==> config.mk <==
export PLATFORM = sky130hd
export DESIGN_NAME = regfile_param
export DESIGN_NICKNAME = d
export VERILOG_FILES = /design/src/rtl/regfile_pkg.sv /design/src/rtl/addrreg_param.sv /design/src/rtl/regfile_param.sv
export SDC_FILE = /design/constraint.sdc
export NUM_CORES = 1
export LEC_CHECK = 0
export CORE_UTILIZATION = 55
export CTS_CLUSTER_SIZE = 10
export DETAILED_ROUTE_END_ITERATION = 7
export GPL_ROUTABILITY_DRIVEN = 0
export PLACE_DENSITY = 0.76
export SYNTH_ARGS = -nofsm -noshare
export SYNTH_HDL_FRONTEND = slang
export SYNTH_SLANG_ARGS = --single-unit
export TNS_END_PERCENT = 5
==> constraint.sdc <==
create_clock -name CLK -period 10.5 [get_ports CLK]
set_clock_uncertainty 0.05 [all_clocks]
set_input_delay 3.15 -clock CLK [delete_from_list [all_inputs] [get_ports CLK]]
set_output_delay 3.15 -clock CLK [all_outputs]
set_load 0.02 [all_outputs]
==> src/rtl/regfile_pkg.sv <==
//==============================================================================
// Module : regfile_pkg
// Brief  : Shared types and constants for the parametrised register file.
// Rev    : 1.0
//==============================================================================
`default_nettype none

package regfile_pkg;

   localparam int SEL_W      = 3;
   localparam int c_MAX_REGS = 8;

   localparam logic XFER_DIR_LOAD  = 1'b0;
   localparam logic XFER_DIR_STORE = 1'b1;

   typedef enum logic [1:0] {
      XFER_IDLE = 2'd0,
      XFER_LO   = 2'd1,
      XFER_HI   = 2'd2
   } xfer_state_e;

   function automatic logic sel_in_range(input logic [SEL_W-1:0] sel, input int n);
      return (32'(sel) < 32'(n));
   endfunction

endpackage

`default_nettype wire

==> src/rtl/addrreg_param.sv <==
//==============================================================================
// Module : addrreg_param
// Brief  : AW-bit address register: byte write > load > inc/dec priority.
// Rev    : 1.0
//==============================================================================
`default_nettype none

module addrreg_param #(
   parameter int DW = 8,
   parameter int AW = 16
) (
   input  logic          clk,
   input  logic          rst_n,
   input  logic          i_we_lo,
   input  logic          i_we_hi,
   input  logic [DW-1:0] i_byte,
   input  logic          i_load,
   input  logic [AW-1:0] i_load_data,
   input  logic          i_inc,
   input  logic          i_dec,
   output logic [AW-1:0] o_q
);

   logic [AW-1:0] r_q;

   always_ff @(posedge clk or negedge rst_n) begin
      if (!rst_n) begin
         r_q <= '0;
      end else if (i_we_lo) begin
         r_q <= {r_q[AW-1:DW], i_byte};
      end else if (i_we_hi) begin
         r_q <= {i_byte, r_q[DW-1:0]};
      end else if (i_load) begin
         r_q <= i_load_data;
      end else if (i_inc && !i_dec) begin
         r_q <= r_q + AW'(1);
      end else if (i_dec && !i_inc) begin
         r_q <= r_q - AW'(1);
      end
   end

   assign o_q = r_q;

endmodule

`default_nettype wire

==> src/rtl/regfile_param.sv <==
//==============================================================================
// Module : regfile_param
// Brief  : GP + address register file with three read ports and a two-cycle
//          address<->main-bus byte-transfer sequencer.
// Config : REGFILE_WRITE_BYPASS_EN enables LHS/RHS read-during-write forwarding.
// Rev    : 1.0
//==============================================================================
`default_nettype none

module regfile_param
   import regfile_pkg::*;
#(
   parameter int DW     = 8,
   parameter int AW     = 16,
   parameter int N_GP   = 8,
   parameter int N_ADDR = 4
) (
   input  logic             CLK,
   input  logic             RST_bar,
   input  logic             MAIN_LOAD_bar,
   input  logic [SEL_W-1:0] MAIN_LOAD_SEL,
   input  logic             MAIN_ASSERT_bar,
   input  logic             LHS_ASSERT_bar,
   input  logic             RHS_ASSERT_bar,
   input  logic [SEL_W-1:0] MAIN_ASSERT_SEL,
   input  logic [SEL_W-1:0] LHS_ASSERT_SEL,
   input  logic [SEL_W-1:0] RHS_ASSERT_SEL,
   input  logic [DW-1:0]    MAIN_in,
   output logic [DW-1:0]    MAIN_out,
   output logic [DW-1:0]    LHS_out,
   output logic [DW-1:0]    RHS_out,
   input  logic             ADDR_LOAD_bar,
   input  logic [SEL_W-1:0] ADDR_LOAD_SEL,
   input  logic             ADDR_INC,
   input  logic             ADDR_DEC,
   input  logic [SEL_W-1:0] ADDR_INC_SEL,
   input  logic             ADDR_ASSERT_bar,
   input  logic [SEL_W-1:0] ADDR_ASSERT_SEL,
   input  logic [AW-1:0]    ADDR_in,
   output logic [AW-1:0]    ADDR_out,
   input  logic             XFER_START,
   input  logic             XFER_DIR,
   input  logic [SEL_W-1:0] XFER_SEL,
   output logic             XFER_BUSY,
   output logic             XFER_DONE
);

   generate
      if (AW != 2 * DW) begin : g_chk_aw
         $error("regfile_param: AW must equal 2*DW");
      end
      if (N_GP < 1 || N_GP > c_MAX_REGS) begin : g_chk_gp
         $error("regfile_param: N_GP must be 1..8");
      end
      if (N_ADDR < 1 || N_ADDR > c_MAX_REGS) begin : g_chk_addr
         $error("regfile_param: N_ADDR must be 1..8");
      end
   endgenerate

   // Arrays are padded to the full select range; absent entries read as zero.
   logic [DW-1:0]    w_gp [c_MAX_REGS];
   logic [AW-1:0]    w_a  [c_MAX_REGS];

   xfer_state_e      r_state, w_state_nxt;
   logic             r_dir,   w_dir_nxt;
   logic [SEL_W-1:0] r_sel,   w_sel_nxt;
   logic             r_done,  w_done_nxt;

   generate
      for (genvar gi = 0; gi < c_MAX_REGS; gi++) begin : g_gp
         if (gi < N_GP) begin : g_reg
            logic [DW-1:0] r_val;
            always_ff @(posedge CLK or negedge RST_bar) begin
               if (!RST_bar) begin
                  r_val <= '0;
               end else if (!MAIN_LOAD_bar && (MAIN_LOAD_SEL == SEL_W'(gi))) begin
                  r_val <= MAIN_in;
               end
            end
            assign w_gp[gi] = r_val;
         end else begin : g_pad
            assign w_gp[gi] = '0;
         end
      end

      for (genvar ai = 0; ai < c_MAX_REGS; ai++) begin : g_addr
         if (ai < N_ADDR) begin : g_reg
            logic w_xfer_hit;
            assign w_xfer_hit = (r_sel == SEL_W'(ai)) && (r_dir == XFER_DIR_LOAD);
            addrreg_param #(
               .DW (DW),
               .AW (AW)
            ) u_areg (
               .clk         (CLK),
               .rst_n       (RST_bar),
               .i_we_lo     (w_xfer_hit && (r_state == XFER_LO)),
               .i_we_hi     (w_xfer_hit && (r_state == XFER_HI)),
               .i_byte      (MAIN_in),
               .i_load      (!ADDR_LOAD_bar && (ADDR_LOAD_SEL == SEL_W'(ai))),
               .i_load_data (ADDR_in),
               .i_inc       (ADDR_INC && (ADDR_INC_SEL == SEL_W'(ai))),
               .i_dec       (ADDR_DEC && (ADDR_INC_SEL == SEL_W'(ai))),
               .o_q         (w_a[ai])
            );
         end else begin : g_pad
            assign w_a[ai] = '0;
         end
      end
   endgenerate

   always_ff @(posedge CLK or negedge RST_bar) begin
      if (!RST_bar) begin
         r_state <= XFER_IDLE;
         r_dir   <= XFER_DIR_LOAD;
         r_sel   <= '0;
         r_done  <= 1'b0;
      end else begin
         r_state <= w_state_nxt;
         r_dir   <= w_dir_nxt;
         r_sel   <= w_sel_nxt;
         r_done  <= w_done_nxt;
      end
   end

   always_comb begin
      w_state_nxt = r_state;
      w_dir_nxt   = r_dir;
      w_sel_nxt   = r_sel;
      w_done_nxt  = 1'b0;
      case (r_state)
         XFER_IDLE: begin
            if (XFER_START && sel_in_range(XFER_SEL, N_ADDR)) begin
               w_state_nxt = XFER_LO;
               w_dir_nxt   = XFER_DIR;
               w_sel_nxt   = XFER_SEL;
            end
         end
         XFER_LO: w_state_nxt = XFER_HI;
         XFER_HI: begin
            w_state_nxt = XFER_IDLE;
            w_done_nxt  = 1'b1;
         end
         default: w_state_nxt = XFER_IDLE;
      endcase
   end

   assign XFER_BUSY = (r_state != XFER_IDLE);
   assign XFER_DONE = r_done;

   logic          w_store;
   logic [DW-1:0] w_xfer_byte;
   logic [AW-1:0] w_xfer_reg;

   assign w_store     = (r_dir == XFER_DIR_STORE) && (r_state != XFER_IDLE);
   assign w_xfer_reg  = w_a[r_sel];
   assign w_xfer_byte = (r_state == XFER_LO) ? w_xfer_reg[DW-1:0] : w_xfer_reg[AW-1:DW];

   // Everything reads zero while reset is held, including forwarded data.
   always_comb begin
      MAIN_out = '0;
      LHS_out  = '0;
      RHS_out  = '0;
      ADDR_out = '0;
      if (RST_bar) begin
         if (w_store) begin
            MAIN_out = w_xfer_byte;
         end else if (!MAIN_ASSERT_bar && sel_in_range(MAIN_ASSERT_SEL, N_GP)) begin
            MAIN_out = w_gp[MAIN_ASSERT_SEL];
         end
         if (!LHS_ASSERT_bar && sel_in_range(LHS_ASSERT_SEL, N_GP)) begin
            LHS_out = w_gp[LHS_ASSERT_SEL];
`ifdef REGFILE_WRITE_BYPASS_EN
            if (!MAIN_LOAD_bar && (MAIN_LOAD_SEL == LHS_ASSERT_SEL)) begin
               LHS_out = MAIN_in;
            end
`endif
         end
         if (!RHS_ASSERT_bar && sel_in_range(RHS_ASSERT_SEL, N_GP)) begin
            RHS_out = w_gp[RHS_ASSERT_SEL];
`ifdef REGFILE_WRITE_BYPASS_EN
            if (!MAIN_LOAD_bar && (MAIN_LOAD_SEL == RHS_ASSERT_SEL)) begin
               RHS_out = MAIN_in;
            end
`endif
         end
         if (!ADDR_ASSERT_bar && sel_in_range(ADDR_ASSERT_SEL, N_ADDR)) begin
            ADDR_out = w_a[ADDR_ASSERT_SEL];
         end
      end
   end

endmodule

`default_nettype wire

After elaboration in Yosys (flattened, before gate mapping)
Cells that the tools add are included.
{"block": "totals", "reg_bits": 135, "output_inout_bits": 42, "word_cells": 193}
{"block": "op_classes", "addsub": 8, "order_cmp": 7, "eq_ne": 23, "n_mux": 48, "n_bitwise": 10, "reduce_logical": 77}
{"op": "$mux W16", "n": 22}
{"op": "$mux W8", "n": 18}
{"op": "$bmux W16 S3", "n": 2}
{"op": "$bmux W8 S3", "n": 3}
{"op": "$add A16 B1 Y16 const B", "n": 4}
{"op": "$sub A16 B1 Y16 const B", "n": 4}
{"op": "$logic_and A1 B1 Y1", "n": 43}
{"op": "$reduce_bool A4 Y1", "n": 8}
{"op": "$eq A3 B2 Y1 const B", "n": 8}
{"op": "$ge A4 B4 Y1 const B", "n": 5}
{"op": "$not A3 Y4", "n": 5}
{"op": "$reduce_and A2 Y1", "n": 9}
{"op": "$eq A3 B1 Y1 const B", "n": 4}
{"op": "$eq A3 B3 Y1 const B", "n": 4}
{"op": "$logic_not A3 Y1", "n": 4}
{"op": "$logic_not A1 Y1", "n": 11}
{"op": "$ne A2 B1 Y1 const B", "n": 4}
{"op": "$lt A3 B3 Y1 const B", "n": 2}
{"op": "$not A1 Y1", "n": 5}
{"op": "$pmux W2 S2", "n": 1}
{"op": "$eq A2 B1 Y1 const B", "n": 1}
{"op": "$eq A2 B2 Y1 const B", "n": 1}
{"op": "$logic_not A2 Y1", "n": 1}
{"op": "$mux W2", "n": 1}
{"op": "other kinds (3)", "n": 3}

Longest topological paths before layout
{"block": "logic_depth", "depth_word": 9, "ltp_mapped": 13, "mapped_depth_nobuf": 12}

Hierarchy
From an unflattened synthesis, not the netlist that was laid out.
{"block": "hier_totals", "hier_cells": 1230, "hier_area_um2": 12200.5}
{"module": "regfile_param", "n_inst": 1, "cells_each": 398, "area_per_inst_um2": 5559.1}
{"module": "addrreg_param (g_addr[0].g_reg.u_areg ...)", "n_inst": 2, "cells_each": 217, "area_per_inst_um2": 1676.6}
{"module": "addrreg_param (g_addr[2].g_reg.u_areg ...)", "n_inst": 2, "cells_each": 199, "area_per_inst_um2": 1644.1}

Worst setup path after synthesis
Ideal clock, no wire load.
{"block": "synth_path", "kind": "input -> output", "start": "input port MAIN_ASSERT_SEL[0]", "end": "output port MAIN_out[5]", "arrival_time_ns": 4.819, "slack_ns": 2.481, "stages": 6, "path_buffers": 2, "path_cell_list": "clkbuf_1 -> buf_2 -> mux4_2 -> mux2i_1 -> o22ai_1 -> and2_1"}
{"block": "synth_between", "elab_chain_len": 7}
{"item": "start, declared", "line": "regfile_param.sv:25", "text": "input logic [SEL_W-1:0] MAIN_ASSERT_SEL,"}
{"item": "$not A3 Y4 (not written as such)", "line": "regfile_param.sv:168", "text": "MAIN_out = w_gp[MAIN_ASSERT_SEL];"}
{"item": "$bmux W8 S3", "line": "regfile_param.sv:168"}
{"item": "$mux W8 (not written as such) (2 in series)", "line": "regfile_param.sv:168"}
{"item": "$mux W8", "line": "regfile_param.sv:167", "text": "end else if (!MAIN_ASSERT_bar && sel_in_range(MAIN_ASSERT_SEL, N_GP)) begin"}
{"item": "$mux W8", "line": "regfile_param.sv:165", "text": "if (w_store) begin"}
{"item": "$mux W8", "line": "regfile_param.sv:164", "text": "if (RST_bar) begin"}
{"item": "end, declared", "line": "regfile_param.sv:29", "text": "output logic [DW-1:0] MAIN_out,"}
Every way passes these cells. The select of a mux whose other input is x is not followed.

Worst setup path in the final report
{"block": "layout_path", "start": "input port LHS_ASSERT_SEL[0]", "end": "output port LHS_out[0]"}
{"block": "layout_between", "elab_chain_len": 6}
{"item": "start, declared", "line": "regfile_param.sv:26", "text": "input logic [SEL_W-1:0] LHS_ASSERT_SEL,"}
{"item": "$not A3 Y4 (not written as such)", "line": "regfile_param.sv:171", "text": "LHS_out = w_gp[LHS_ASSERT_SEL];"}
{"item": "$bmux W8 S3", "line": "regfile_param.sv:171"}
{"item": "$mux W8 (not written as such) (2 in series)", "line": "regfile_param.sv:171"}
{"item": "$mux W8", "line": "regfile_param.sv:170", "text": "if (!LHS_ASSERT_bar && sel_in_range(LHS_ASSERT_SEL, N_GP)) begin"}
{"item": "$mux W8", "line": "regfile_param.sv:164"}
{"item": "end, declared", "line": "regfile_param.sv:30", "text": "output logic [DW-1:0] LHS_out,"}
Every way passes these cells. The select of a mux whose other input is x is not followed.

==> metrics.md <==
| Metric | Value |
|---|---|
| Routing usage on met3 | `approximately 6.3%` |
| Maximum clock insertion buffer count | `2` |
| Routed vias/inst | `6.864` |
| Peak VDD IR | `~0.13 mV` |
| Avg Synthesized Cell Area | `approximately 9.8 sq um` |
| Final wirelength | `37740 um` |
| CTS tree | `built` |
| Cell count after synthesis | `1226` |
| Crit-path most repeated cell | `clkdlybuf4s50_1` |
| Post-CTS Setup Inserts | `0` |
| Hold-fix buffers, CTS | `0` |
| Outcome | `complete, no violations` |
| Num ports | `102` |
| Die area | `roughly 22000 sq um` |
| DR vias | `10760` |
| RSZ-0062 raised after global routing | `false` |
| Post-CTS sizing | `0` |
| Register area share after synthesis | `between 20% and 30%` |
| Routed wire per std cell | `24.09 um` |
| Drt pass-1 iters | `5` |
| CTS buffer count | `17` |
| Unique masters post-synth | `76` |
| R2R Setup Slk | `around 7.1 ns` |
| Crit end category | `output pin` |
| Fmax | `111.0 MHz` |
| Arrival @ worst endpoint | `between 5 and 6 ns` |
| Leak | `5.536 nW` |
| Remaining antenna violation count after routing | `0` |
| Post-synthesis register bit count | `135` |
| Slowest CP cell | `clkdlybuf4s50_1` |
| Worst EP required | `7.30 ns` |
| Iter 0 DRT Violations | `1182` |
| # diodes | `0` |
| Hold endpoint | `XFER_DONE` |
| Dpl cell area | `between 10000 and 15000 sq um` |
| Layout area overhead | `14.17%` |
| Row count | `53` |
| Largest net degree at the start of global routing | `68` |
| Total clock sinks | `135` |
| Chip height | `149.5 um` |
| WS Path Type | `in -> out` |
| Post-synth top flop | `dfrtp_1` |
| Final Cycle Share | `85.82%` |
| Buffers & Inverters on Critical Path | `2` |
| Max-cap violations | `0` |
| Largest stage delay, worst path | `1.17 ns` |
| Global route hottest layer | `met2` |
| Crit. path cell count | `5` |
| WHS Path Cells | `1` |
| Tmin final | `9.011 ns` |
| Worst Hold Launch | `r_state[0]` |
| GR Overflow Total | `0` |
| Largest fanout on the critical path | `16` |
| Final Max Tran Viols | `0` |
| Core Box Area | `21150 sq um` |
| Worst slew margin | `14.62%` |
| Vias in the first global route | `10280` |
| Setup violators final | `0` |
| I/O Buffers | `101` |
| CP Launch Type | `primary input` |
| FF-to-FF path depth | `7` |
| Clk Latency, worst-skew pair | `between 0.4 and 0.5 ns` |
| First-pass GRT wire length | `58510 um` |
| Post-Syn Nets | `1360` |
| CP top delay family | `buffers and inverters` |
| EDFF count, synth | `0` |
| Final Cell Area | `13670 sq um` |
| Synthesis Warnings | `0` |
| M1 GR Usage | `48.22%` |
| DRC violations left | `0` |
| Worst Hold Class | `reg -> reg` |
| CTS H-tree lvls | `4` |
| Final TNS setup | `0 ns` |
| Worst-path cell chain | `clkdlybuf4s50_1, mux4_2, mux2i_1, nor2_1, clkdlybuf4s50_1` |
| Final nets | `roughly 1400` |
| Die W | `around 150 um` |
| Reg2Reg Capture Point | `g_addr[3].g_reg.u_areg.o_q[15]` |
| Syn Std Cell Area | `11970 sq um` |
| Initial antenna violation count | `0` |
| Worst-path clk slew | `roughly 0.060 ns` |
| Tot GR Track Use | `34.77%` |
| Clk Tree Root Cell | `clkbuf_16` |
| Worst slew pin tran | `1.270 ns` |
| Pwr Density | `246.2 nW/um^2` |
| Final Hold Viols | `0` |
| Asr flop ratio synth | `100.0%` |
| RR Startpoint | `r_dir` |
| DP Wirelength | `approximately 28000 um` |
| Starting Density | `56.60%` |
| Fin worst setup slack | `roughly 1.5 ns` |
| Layout cells sized above 1 | `16.87%` |
| Setup WS pre-CTS | `1.468 ns` |
| Met2 global-route usage | `52.99%` |
-- cell usage in the layout, fill, tap and decap left out, types with 11 or more instances in the layout --
master	netlist	routed
xnor2_1	20	20
and2_1	12	12
inv_1	16	16
a21o_1	21	21
a211oi_1	17	17
nand3_1	17	17
nor3_1	27	25
mux4_2	80	80
ha_1	70	70
o211ai_1	11	11
mux2i_1	39	39
o22ai_1	25	25
a21oi_1	72	72
clkbuf_16	0	17
mux2_2	67	67
xor2_1	17	17
nor2_1	83	83
buf_4	0	12
nand2_1	118	118
a31oi_1	16	16
o21ai_0	85	85
nand2b_1	13	13
and3_1	24	24
dfrtp_1	135	135
clkdlybuf4s50_1	0	100
a22oi_1	25	25
-- layout make-up --
class	count	area, sq um
inverters	16	60.06
clock buffers	19	452.9
repair buffers	113	1102
flip-flops and latches	135	3378
well taps	275	344.1
clock inverters	13	108.9
fillers	1654	7485
multi-input cells	996	8223
-- layer usage --
metal  wire length [um]  vias to the layer above
met5                  0                        -
met4               1643                        0
met3               3680                      112
met2              16960                      544
met1              15460                     5268
li1                   -                     4832
-- cell families after synthesis --
| family | after synthesis | share of synthesized area (%) |
|---|---|---|
| AOI/OAI and AO/OA | 352 | 19.24 |
| and+or+nand+nor | 347 | 14.06 |
| muxes | 186 | 24.61 |
| DFF | 135 | 28.22 |
| buffers and inverters | 95 | 3.187 |
| adders and majority gates | 74 | 7.984 |
| xor gates and xnor gates | 37 | 2.707 |
-- registers in the layout, summed over array words and instances (netlist names) --
| name | count |
|---|---|
| r_sel | 3 |
| r_state | 2 |
| g_gp.g_reg.r_val | 64 |
| XFER_DONE | 1 |
| r_dir | 1 |
| g_addr.g_reg.u_areg.o_q | 64 |
-- how the worst max path moves through the flow --
| stage | start | endpoint | slack (ns) |
|---|---|---|---|
| detailed placement | LHS_ASSERT_SEL[0] | LHS_out[0] | 1.47 |
| global placement | LHS_ASSERT_SEL[0] | LHS_out[0] | 1.52 |
| finish | LHS_ASSERT_SEL[0] | LHS_out[0] | 1.49 |
| floorplan | MAIN_ASSERT_SEL[0] | MAIN_out[5] | 2.48 |
| CTS | LHS_ASSERT_SEL[0] | LHS_out[0] | 1.44 |
| global route | LHS_ASSERT_SEL[0] | LHS_out[0] | 1.27 |
-- cell usage after synthesis, drive strengths merged, types with 12 or more instances --
master | count | area, sq um
a211oi | 18 | 140.1
a21o | 21 | 157.7
a21oi | 73 | 369.1
a22oi | 25 | 187.7
a31oi | 18 | 142.6
and2 | 12 | 75.07
and3 | 24 | 150.1
buf | 23 | 108.9
clkbuf | 56 | 212.7
dfrtp | 135 | 3378
ha | 70 | 875.8
inv | 16 | 60.06
mux2 | 67 | 754.5
mux2i | 39 | 390.4
mux4 | 80 | 1802
nand2 | 118 | 442.9
nand2b | 13 | 81.33
nand3 | 17 | 85.08
nor2 | 87 | 336.6
nor3 | 28 | 145.1
o211ai | 12 | 95.09
o21ai | 87 | 435.4
o22ai | 25 | 156.4
xnor2 | 20 | 175.2
xor2 | 17 | 148.9
-- metrics by stage --
stage / hold WS, ns / util [%] / power (mW) / std cells
final: 0.4761 / 64.62 / 3.366 / 1567
after global routing: 0.5097 / 64.62 / 3.572 / 1567
after CTS: 0.4771 / 64.62 / 3.320 / 1567
after detailed placement: 0.4585 / 61.96 / 2.733 / 1535
after global placement: 0.4413 / 61.96 / 2.677 / 1535
after floorplan: 0.4143 / - / 2.253 / 1226
-- power by group --
part | switching [mW] | internal [mW] | leakage, nW | total, mW
registers | 0.279 | 0.694 | 1.63 | 0.973
logic | 0.920 | 0.895 | 3.64 | 1.82
clock network | 0.258 | 0.320 | 0.269 | 0.578
total | 1.46 | 1.91 | 5.54 | 3.37
-- worst reg2reg max path: stages (launching register included) --
cell      delay [ns]
dfrtp_1         0.42
nor4b_1         0.79
nand3_1         0.58
a211oi_2        0.59
nand2_1         0.12
or4_1           0.49
mux2i_1         0.14
nor3_1          0.07
No activity file was read; power rests on OpenSTA's default activity.
